### config.mk
export PLATFORM = sky130hd
export DESIGN_NAME = shift_arbiter2
export DESIGN_NICKNAME = d
export VERILOG_FILES = /design/src/rtl/shift_arbiter2_pkg.sv /design/src/rtl/barrel_shifter_right16.sv /design/src/rtl/shift_arbiter2.sv
export SDC_FILE = /design/constraint.sdc
export NUM_CORES = 1
export LEC_CHECK = 0
export CORE_MARGIN = 3
export CORE_UTILIZATION = 50
export CTS_CLUSTER_SIZE = 10
export DETAILED_ROUTE_END_ITERATION = 16
export GPL_ROUTABILITY_DRIVEN = 0
export PLACE_DENSITY = 0.83
export SYNTH_ARGS = -nofsm -noshare
export SYNTH_HDL_FRONTEND = slang
export SYNTH_SLANG_ARGS = --single-unit
### constraint.sdc
create_clock -name clk -period 2.83 [get_ports clk]
set_clock_uncertainty 0.2 [all_clocks]
set_input_delay 0.283 -clock clk [delete_from_list [all_inputs] [get_ports clk]]
set_output_delay 0.283 -clock clk [all_outputs]
set_load 0.02 [all_outputs]
### src/rtl/shift_arbiter2_pkg.sv
// Shared constants and types for the two-port shift arbiter and its barrel shifter.
package shift_arbiter2_pkg;

    localparam int unsigned DATA_W = 16;
    localparam int unsigned AMT_W  = 4;

    typedef enum logic [1:0] {
        IDLE  = 2'd0,
        SHIFT = 2'd1,
        HOLD  = 2'd2
    } state_t;

    typedef struct packed {
        logic [DATA_W-1:0] data;
        logic [AMT_W-1:0]  amt;
        logic              id;
    } shift_op_t;

endpackage

### src/rtl/barrel_shifter_right16.sv
// 16-bit logical right barrel shifter, zero fill; one mux stage per amount bit.
module barrel_shifter_right16
    import shift_arbiter2_pkg::*;
(
    input  logic [DATA_W-1:0] d,
    input  logic              j0,
    input  logic              j1,
    input  logic              j2,
    input  logic              j3,
    output logic [DATA_W-1:0] y_c
);

    logic [DATA_W-1:0] s1;
    logic [DATA_W-1:0] s2;
    logic [DATA_W-1:0] s3;

    assign s1  = j0 ? {1'b0, d[DATA_W-1:1]}  : d;
    assign s2  = j1 ? {2'b0, s1[DATA_W-1:2]} : s1;
    assign s3  = j2 ? {4'b0, s2[DATA_W-1:4]} : s2;
    assign y_c = j3 ? {8'b0, s3[DATA_W-1:8]} : s3;

endmodule

### src/rtl/shift_arbiter2.sv
// Round-robin arbiter and sequencer sharing one right barrel shifter between two requesters.
module shift_arbiter2
    import shift_arbiter2_pkg::*;
(
    input  logic              clk,
    input  logic              reset,
    input  logic              req0_valid,
    output logic              req0_ready,
    input  logic [DATA_W-1:0] req0_data,
    input  logic [AMT_W-1:0]  req0_amt,
    input  logic              req1_valid,
    output logic              req1_ready,
    input  logic [DATA_W-1:0] req1_data,
    input  logic [AMT_W-1:0]  req1_amt,
    output logic              rsp_valid,
    input  logic              rsp_ready,
    output logic [DATA_W-1:0] rsp_data,
    output logic              rsp_id,
    output logic              busy
);

    state_t            state;
    state_t            state_nxt;
    logic              prio;
    shift_op_t         op;
    logic [DATA_W-1:0] shift_y;
    logic              grant0;
    logic              grant1;
    logic              accept0;
    logic              accept1;

    barrel_shifter_right16 u_shifter (
        .d   (op.data),
        .j0  (op.amt[0]),
        .j1  (op.amt[1]),
        .j2  (op.amt[2]),
        .j3  (op.amt[3]),
        .y_c (shift_y)
    );

    always_ff @(posedge clk) begin
        if (reset) begin
            state <= IDLE;
        end else begin
            state <= state_nxt;
        end
    end

    // Lone requester always wins; under contention prio picks the winner.
    always_comb begin
        state_nxt  = state;
        grant0     = 1'b0;
        grant1     = 1'b0;
        req0_ready = 1'b0;
        req1_ready = 1'b0;
        accept0    = 1'b0;
        accept1    = 1'b0;
        unique case (state)
            IDLE: begin
                grant0     = req0_valid && (!req1_valid || !prio);
                grant1     = req1_valid && (!req0_valid || prio);
                req0_ready = grant0 && !reset;
                req1_ready = grant1 && !reset;
                accept0    = req0_ready && req0_valid;
                accept1    = req1_ready && req1_valid;
                if (accept0 || accept1) begin
                    state_nxt = SHIFT;
                end
            end
            SHIFT: state_nxt = HOLD;
            HOLD: begin
                if (rsp_ready) begin
                    state_nxt = IDLE;
                end
            end
            default: state_nxt = IDLE;
        endcase
    end

    always_ff @(posedge clk) begin
        if (reset) begin
            prio      <= 1'b0;
            op        <= '0;
            rsp_valid <= 1'b0;
            rsp_data  <= '0;
            rsp_id    <= 1'b0;
        end else begin
            // The loser of this accept gets the next contended turn.
            if (accept0) begin
                op   <= '{data: req0_data, amt: req0_amt, id: 1'b0};
                prio <= 1'b1;
            end else if (accept1) begin
                op   <= '{data: req1_data, amt: req1_amt, id: 1'b1};
                prio <= 1'b0;
            end
            if (state == SHIFT) begin
                rsp_data  <= shift_y;
                rsp_id    <= op.id;
                rsp_valid <= 1'b1;
            end else if (state == HOLD && rsp_ready) begin
                rsp_valid <= 1'b0;
            end
        end
    end

    assign busy = (state != IDLE) && !reset;

endmodule

# After elaboration in Yosys (flattened, before gate mapping)
# Index checks and enable logic that the tools add are counted.
dict set report classes {
  eq_ne 4
  muxes 17
  reduce_logical 21
}
# op n
set op_table {}
lappend op_table {{$mux W16} 4}
lappend op_table {{$mux W21} 2}
lappend op_table {{$logic_and A1 B1 Y1} 8}
lappend op_table {{$mux W1} 8}
lappend op_table {{$pmux W2 S3} 1}
lappend op_table {{$reduce_bool A2 Y1} 3}
lappend op_table {{$logic_not A1 Y1} 4}
lappend op_table {{$mux W2} 2}
lappend op_table {{$ne A2 B2 Y1 const B} 2}
lappend op_table {{$logic_or A1 B1 Y1} 3}
lappend op_table {{$eq A2 B1 Y1 const B} 1}
lappend op_table {{$eq A2 B2 Y1 const B} 1}
lappend op_table {{$logic_not A2 Y1} 1}
lappend op_table {{$reduce_and A2 Y1} 1}
lappend op_table {{$reduce_or A2 Y1} 1}
dict set report totals {
  output_inout_bits 21
  inputBits 45
  register_bits 42
  word_cells 50
}

# Longest topological paths before layout
# Gate-level depths: netlist (run 1).
dict set report depth {
  ltp_word 8
  mapped_depth 7
  mapped_depth_nobuf 4
}

# Modules after synthesis
# A second synthesis (run 1) with hierarchy kept.
dict set report hier_totals {
  cells_unflattened 257
  hier_area_um2 2454.9
}
# module cells_each area_per_inst_um2 instances seq_area_each_um2
set by_module_without_submodules {}
lappend by_module_without_submodules {shift_arbiter2 187 1740.4 1 840.8}
lappend by_module_without_submodules {barrel_shifter_right16 70 714.4 1 0.0}

# Worst setup path before layout (run 1)
# OpenSTA, ideal clock, no wires.
dict set report synth_path {
  path_kind {register to register}
  startpoint {register op[3] (netlist bit)}
  endpoint {register rsp_data[9]}
  path_slack_ps 958
  path_stages_with_launch 6
  setup_time_ps 128
  arrival_time_ps 1544
  period_less_slack_ps 1872
  path_buffers 1
  required_time_ps 2502
  path_cell_list {dfxtp_1 -> clkbuf_1 -> mux2_2 -> mux4_2 -> a22oi_1 -> nor2_1}
}
dict set report synth_via {
  elab_chain_len 2
}
# item line_no
set synth_rtl {}
lappend synth_rtl {{start: declaration} shift_arbiter2.sv:25} ;# shift_op_t op;
lappend synth_rtl {{start signal: assignment} shift_arbiter2.sv:90} ;# op <= '{data: req0_data, amt: req0_amt, id: 1'b0};
lappend synth_rtl {{start signal: assignment} shift_arbiter2.sv:93} ;# op <= '{data: req1_data, amt: req1_amt, id: 1'b1};
lappend synth_rtl {{$mux W16} barrel_shifter_right16.sv:19} ;# assign s3 = j2 ? {4'b0, s2[DATA_W-1:4]} : s2;
lappend synth_rtl {{$mux W16} barrel_shifter_right16.sv:20} ;# assign y_c = j3 ? {8'b0, s3[DATA_W-1:8]} : s3;
lappend synth_rtl {{end signal: assignment} shift_arbiter2.sv:97} ;# rsp_data <= shift_y;
lappend synth_rtl {{end: declaration} shift_arbiter2.sv:17} ;# output logic [DATA_W-1:0] rsp_data,
# No other way between the ends.
# A chain may end at the register's enable or synchronous reset.

# Worst setup path after layout (run 1)
dict set report layout_path {
  startpoint {input req1_valid}
  endpoint {output req1_ready}
}
dict set report layout_via {
  elab_chain_len 3
}
# item line_no
set layout_rtl {}
lappend layout_rtl {{start: declaration} shift_arbiter2.sv:11} ;# input logic req1_valid,
lappend layout_rtl {{$logic_and A1 B1 Y1} shift_arbiter2.sv:61} ;# grant1 = req1_valid && (!req0_valid || prio);
lappend layout_rtl {{$logic_and A1 B1 Y1} shift_arbiter2.sv:63} ;# req1_ready = grant1 && !reset;
lappend layout_rtl {{$mux W1} shift_arbiter2.sv:58} ;# unique case (state)
lappend layout_rtl {{end: declaration} shift_arbiter2.sv:12} ;# output logic req1_ready,
# No other way between the ends.

==> results.json, run 1 <==
{
  "worstMarginPinSlew_ns": 0.572,
  "hold_class": "reg2reg",
  "worstPathArrival_ns": 2.04,
  "num_antenna_cells": 0,
  "crit_top_cell": "clkdlybuf4s50_1",
  "yosysWarnings": 0,
  "grt_usage_pct": 21.3,
  "max_stage_delay_ns": 0.65,
  "cts_sinks": 42,
  "period_share_pct": 89.3,
  "start_util_pct": 54.1,
  "syn-num-nets": 313,
  "dominantRegCellSynth": "dfxtp_1",
  "synthDistinctLibCells": 46,
  "clockRootBuffer": "clkbuf_8",
  "synthesis.area_mm2": 0.00245,
  "post-route-util_pct": 71.2,
  "synth_top_area_share_pct": 34.3,
  "core-area_mm2": 0.00453,
  "ir_worst_vdd_v": 0.000295,
  "drt-wirelength-per-cell_um": 15.6,
  "cap_violations": 0,
  "ctsHoldBuffers": 0,
  "std_cell_rows": 24,
  "status": "finished clean",
  "drc": 0,
  "setup_tns_ns": 0,
  "antenna_found_initial": 0,
  "grt_pass1_wl_mm": 10.2,
  "cts_resized": 0,
  "drv_slew": 0,
  "power.density_mw_per_mm2": 505,
  "synthArstFlopShare_pct": 0,
  "htreeDepth": 2,
  "worst-path-buf-inv": 2,
  "place_area_mm2": 0.00314,
  "hpwl_mm": 4.57,
  "die_h_um": 76.0,
  "final-hold-violation-count": 0,
  "syn_to_final_growth_pct": 31.8,
  "detail-route-antenna-nets": 0,
  "critPathKind": "in2out",
  "nNetsFinal": 371,
  "design_area_mm2": 0.00323,
  "synth-edff-count": 0,
  "cts_buffers": 5,
  "grt_pass1_vias": 2174,
  "cpMaxStageDelayCell": "clkdlybuf4s50_1",
  "finalSetupViolCount": 0,
  "startpoint_type": "input port",
  "ys_seq_area_share_pct": 34.3,
  "crit_family": "buffers and inverters",
  "p_total_mw": 1.63,
  "die-area_mm2": 0.00578,
  "worst_ep_required_time_ns": 2.35,
  "clockBufferDepth": 2,
  "drt-total-wl_mm": 6.10,
  "most-common-layout-cells": "clkdlybuf4s50_1, dfxtp_1, nor2_1",
  "syn_area_per_cell_um2": 9.15,
  "leakage_nw": 1.14,
  "whs_ns": 0.253,
  "ios": 66,
  "yosys.area.top_type": "dfxtp_1",
  "synth_seq_cells": 42,
  "relSlewSlack_pct": 61.7,
  "vias_per_cell": 5.81,
  "grt_overflow": 0,
  "synth_area_leaders": "dfxtp_1, mux2i_1, mux4_2",
  "cp_max_fo": 3,
  "critPathCaptureType": "primary output",
  "cp_cell_sequence": "clkdlybuf4s50_1 > or3b_4 > nor3_4 > clkdlybuf4s50_1",
  "drive_gt1_share_pct": 12.2,
  "synthCells": 268,
  "io_buffers": 65,
  "layout_commonest_cell": "clkdlybuf4s50_1",
  "cts_tree": "built",
  "fmaxAchievable_mhz": 396,
  "drt_pre_antenna_iters": 4,
  "die_w_um": 76.0,
  "cts_setup_buffers": 0,
  "dr_total_vias": 2277,
  "drt-initial-drc-count": 144,
  "clk_pin_slew_ns": 0.07,
  "rsz0062_at_grt": "false",
  "fin_crit_ns": 2.53,
  "worstSkewPairLatency_ns": 0.29,
  "grt_max_degree": 42
}
## synth_stat cells (3+ instances only)
| library cell | n |
|---|---|
| o21ai_0 | 3 |
| a31oi_1 | 3 |
| mux2_2 | 9 |
| mux2i_1 | 29 |
| inv_1 | 5 |
| nor2_1 | 36 |
| nand2_1 | 17 |
| a22oi_1 | 4 |
| nand3_1 | 7 |
| dfxtp_1 | 42 |
| a2bb2oi_1 | 3 |
| nand4_1 | 3 |
| nor2b_1 | 7 |
| a21oi_1 | 12 |
| clkbuf_1 | 14 |
| buf_2 | 5 |
| mux4_2 | 9 |
| a211oi_1 | 20 |
| nand2b_1 | 4 |
| a32oi_1 | 3 |
| nor3_1 | 3 |
## cells by family after synthesis
family	Yosys count	share of synthesized area, %
AO/OA/AOI/OAI	61	18.0
flip-flops	42	34.3
buffers and inverters	29	5.62
multiplexers	47	24.2
AND/OR/NAND/NOR	89	17.9
## report_power, final
part	switching, mW	internal (mW)
Combinational	0.249	0.272
Clock	0.196	0.197
Sequential	0.0689	0.649
Total	0.514	1.12
## sequential cells by signal (all words and copies together) (netlist names)
signal,cells
op,21
rsp_id,1
prio,1
state,2
rsp_data,16
rsp_valid,1
## routing by layer
metal / GRT usage [%] / share of wire (%) / vias to the layer above
li1: - / - / 1104
met1: 26.6 / 43 / 1082
met2: 37.1 / 49 / 80
met3: 5.32 / 6.4 / 11
met4: 4.89 / 1.1 / 0
met5: 0 / 0 / -
## layout make-up
type | instances | area, um2
multi-input cells | 197 | 1470
fillers | 373 | 1300
flip-flops and latches | 42 | 841
repair buffers | 75 | 726
clock buffers | 7 | 86.3
well taps | 65 | 81.3
inverters | 5 | 18.8
clock inverters | 1 | 5.00
## worst reg2reg max path, cell delays in order (launching register included)
cell       delay (ns)
dfxtp_1          0.36
buf_4            0.33
mux2_2           0.40
a222oi_1         0.45
a2bb2oi_1        0.22
a21oi_1          0.07
## stage by stage
step                setup slack, ns  std cells
floorplan                     0.958        268
global placement              0.299        384
detailed placement            0.310        384
CTS                           0.296        392
global route                  0.239        392
finish                        0.303        392
## path summary, 6_finish.rpt
path         slack, ns  depth (start not counted)      endpoint         start
max reg2reg       0.68                          5   rsp_data[0]         op[2]
min reg2reg       0.25                          2  rsp_data[15]  rsp_data[15]
max               0.30                          4    req1_ready    req1_valid
min               0.25                          2  rsp_data[15]  rsp_data[15]
No activity file was read; power rests on OpenSTA's default activity.
==> run 2: changes to the inputs <==
CORE_UTILIZATION = 44   (was 50)
PLACE_DENSITY = 0.78   (was 0.83)
clock period = 2.3 ns   (was 2.83 ns; I/O delays follow)
==> results.json, run 2 (same netlist as run 1, synthesis figures left out) <==
{
  "core-area_mm2": 0.00524,
  "critPathKind": "reg2out",
  "worstHoldStart": "rsp_data[13]",
  "grt_pass1_vias": 2155,
  "whs_ns": 0.251,
  "num_antenna_cells": 0,
  "ir_worst_vdd_v": 0.000326,
  "design_area_mm2": 0.00326,
  "drc": 0,
  "fillerInstances": 475,
  "worstMarginPinSlew_ns": 0.575,
  "drt-initial-drc-count": 155,
  "drt_pre_antenna_iters": 4,
  "cts_tree": "built",
  "r2r_cells": 5,
  "vias_per_cell": 5.64,
  "dr_total_vias": 2255,
  "die-area_mm2": 0.00650,
  "combPwrFrac_pct": 31.9,
  "antenna_found_initial": 0,
  "cp_max_fo": 7,
  "clk_pin_slew_ns": 0.08,
  "relSlewSlack_pct": 61.5,
  "p_sw_mw": 0.646,
  "critPathCaptureType": "primary output",
  "worstPathArrival_ns": 1.77,
  "drive_gt1_share_pct": 13.0,
  "power_frac_clock_pct": 24.5,
  "finalSetupViolCount": 0,
  "nNetsFinal": 374,
  "clockRootBuffer": "clkbuf_8",
  "cts_buffers": 5,
  "status": "finished clean",
  "top_register": "op",
  "final-hold-violation-count": 0,
  "top_regs": "op: 21 flops, rsp_data: 16 flops, state: 2 flops",
  "cp-endpoint": "req0_ready",
  "clockBufferDepth": 2,
  "worstSkewPairLatency_ns": 0.30,
  "ios": 66,
  "grt_overflow": 0,
  "die_h_um": 80.6,
  "most-common-layout-cells": "clkdlybuf4s50_1, dfxtp_1, nor2_1",
  "fmaxAchievable_mhz": 455,
  "cap_violations": 0,
  "rrSetupSlack_ns": 0.22,
  "die_w_um": 80.6,
  "ctsHoldBuffers": 0,
  "leakage_nw": 1.16,
  "worst_ep_required_time_ns": 1.87,
  "layout_commonest_cell": "clkdlybuf4s50_1",
  "io_buffers": 65,
  "power.density_mw_per_mm2": 622,
  "start_util_pct": 46.8,
  "largest_register_ffs": 21,
  "std_cell_rows": 26,
  "hpwl_mm": 4.73,
  "regToRegStartpoint": "state[0]",
  "grt_usage_pct": 20.1,
  "rsz0062_at_grt": "false",
  "syn_to_final_growth_pct": 32.9,
  "place_area_mm2": 0.00317,
  "cts_setup_buffers": 0,
  "grt_pass1_wl_mm": 10.3,
  "drv_slew": 0,
  "drt-wirelength-per-cell_um": 15.6,
  "htreeDepth": 2,
  "crit_start": "state[1]",
  "grt_max_degree": 42,
  "r2r-end": "op[8]",
  "detail-route-antenna-nets": 0,
  "fin_crit_ns": 2.20,
  "p_sw_share_pct": 31.9,
  "period_share_pct": 95.5,
  "startpoint_type": "flip-flop",
  "pwr-share-seq_pct": 43.6,
  "cts_sinks": 42,
  "p_int_mw": 1.38,
  "drt-total-wl_mm": 6.25,
  "hold_class": "reg2reg"
}
[run 2: cell count changes in the layout (fill, tap and decap cells not counted)]
cell,before,now
buf_4,10,13
dlygate4sd2_1,0,1
clkdlybuf4s50_1,65,64
[run 2: how the worst min path moves through the flow]
stage                               to  cells after the start  slack (ns)
after floorplan                 op[10]                      2        0.21
after global placement     rsp_data[8]                      2        0.24
after detailed placement  rsp_data[13]                      2        0.25
after CTS                 rsp_data[13]                      2        0.26
after global routing      rsp_data[13]                      2        0.26
final                     rsp_data[13]                      2        0.25
[run 2: worst max-delay path, stage by stage (launching register included)]
cell and delay (ns):
dfxtp_1 0.37, nor2_1 0.18, nand3_1 0.21, inv_1 0.10, clkdlybuf4s50_1 0.60
[run 2: area by class of cell]
type                    instances  area [um2]  share of cell area [%]
clock inverters                 1        5.00                   0.154
flip-flops and latches         42         841                    25.8
well taps                      70        87.6                    2.69
multi-input cells             197        1470                    45.2
inverters                       5        18.8                   0.576
repair buffers                 78         747                    22.9
clock buffers                   7        86.3                    2.65
[run 2: timing repair]
item | CTS | global route
resized for setup | 1 | 0
endpoints found under the setup margin | 1 | 0
hold endpoints to repair | 0 | 0
[run 2: power groups by stage]
| stage | clock network [mW] | logic [mW] | registers, mW |
|---|---|---|---|
| after detailed placement | 0 | 0.643 | 0.899 |
| after global placement | 0 | 0.631 | 0.896 |
| after global routing | 0.530 | 0.701 | 0.896 |
| after CTS | 0.509 | 0.646 | 0.882 |
| after floorplan | 0 | 0.414 | 0.890 |
| final | 0.497 | 0.646 | 0.883 |
[run 2: metal layers]
layer / routed length [um] / global-route usage, % / vias to the layer above
met4: 85 / 6.59 / 0
li1: - / - / 1113
met3: 430 / 4.15 / 9
met2: 3050 / 33.6 / 81
met5: 0 / 0 / -
met1: 2680 / 25.8 / 1052
[run 2: metrics by stage]
stage	power [mW]	util [%]	cells	TNS (ns)	setup slack (ns)
global route	2.13	62.2	400	0	0.0140
floorplan	1.30	-	268	0	0.428
CTS	2.04	62.2	400	0	0.0943
global placement	1.53	60.5	392	-1.77	-0.155
finish	2.03	62.2	400	0	0.103
detailed placement	1.54	60.5	392	-2.11	-0.146
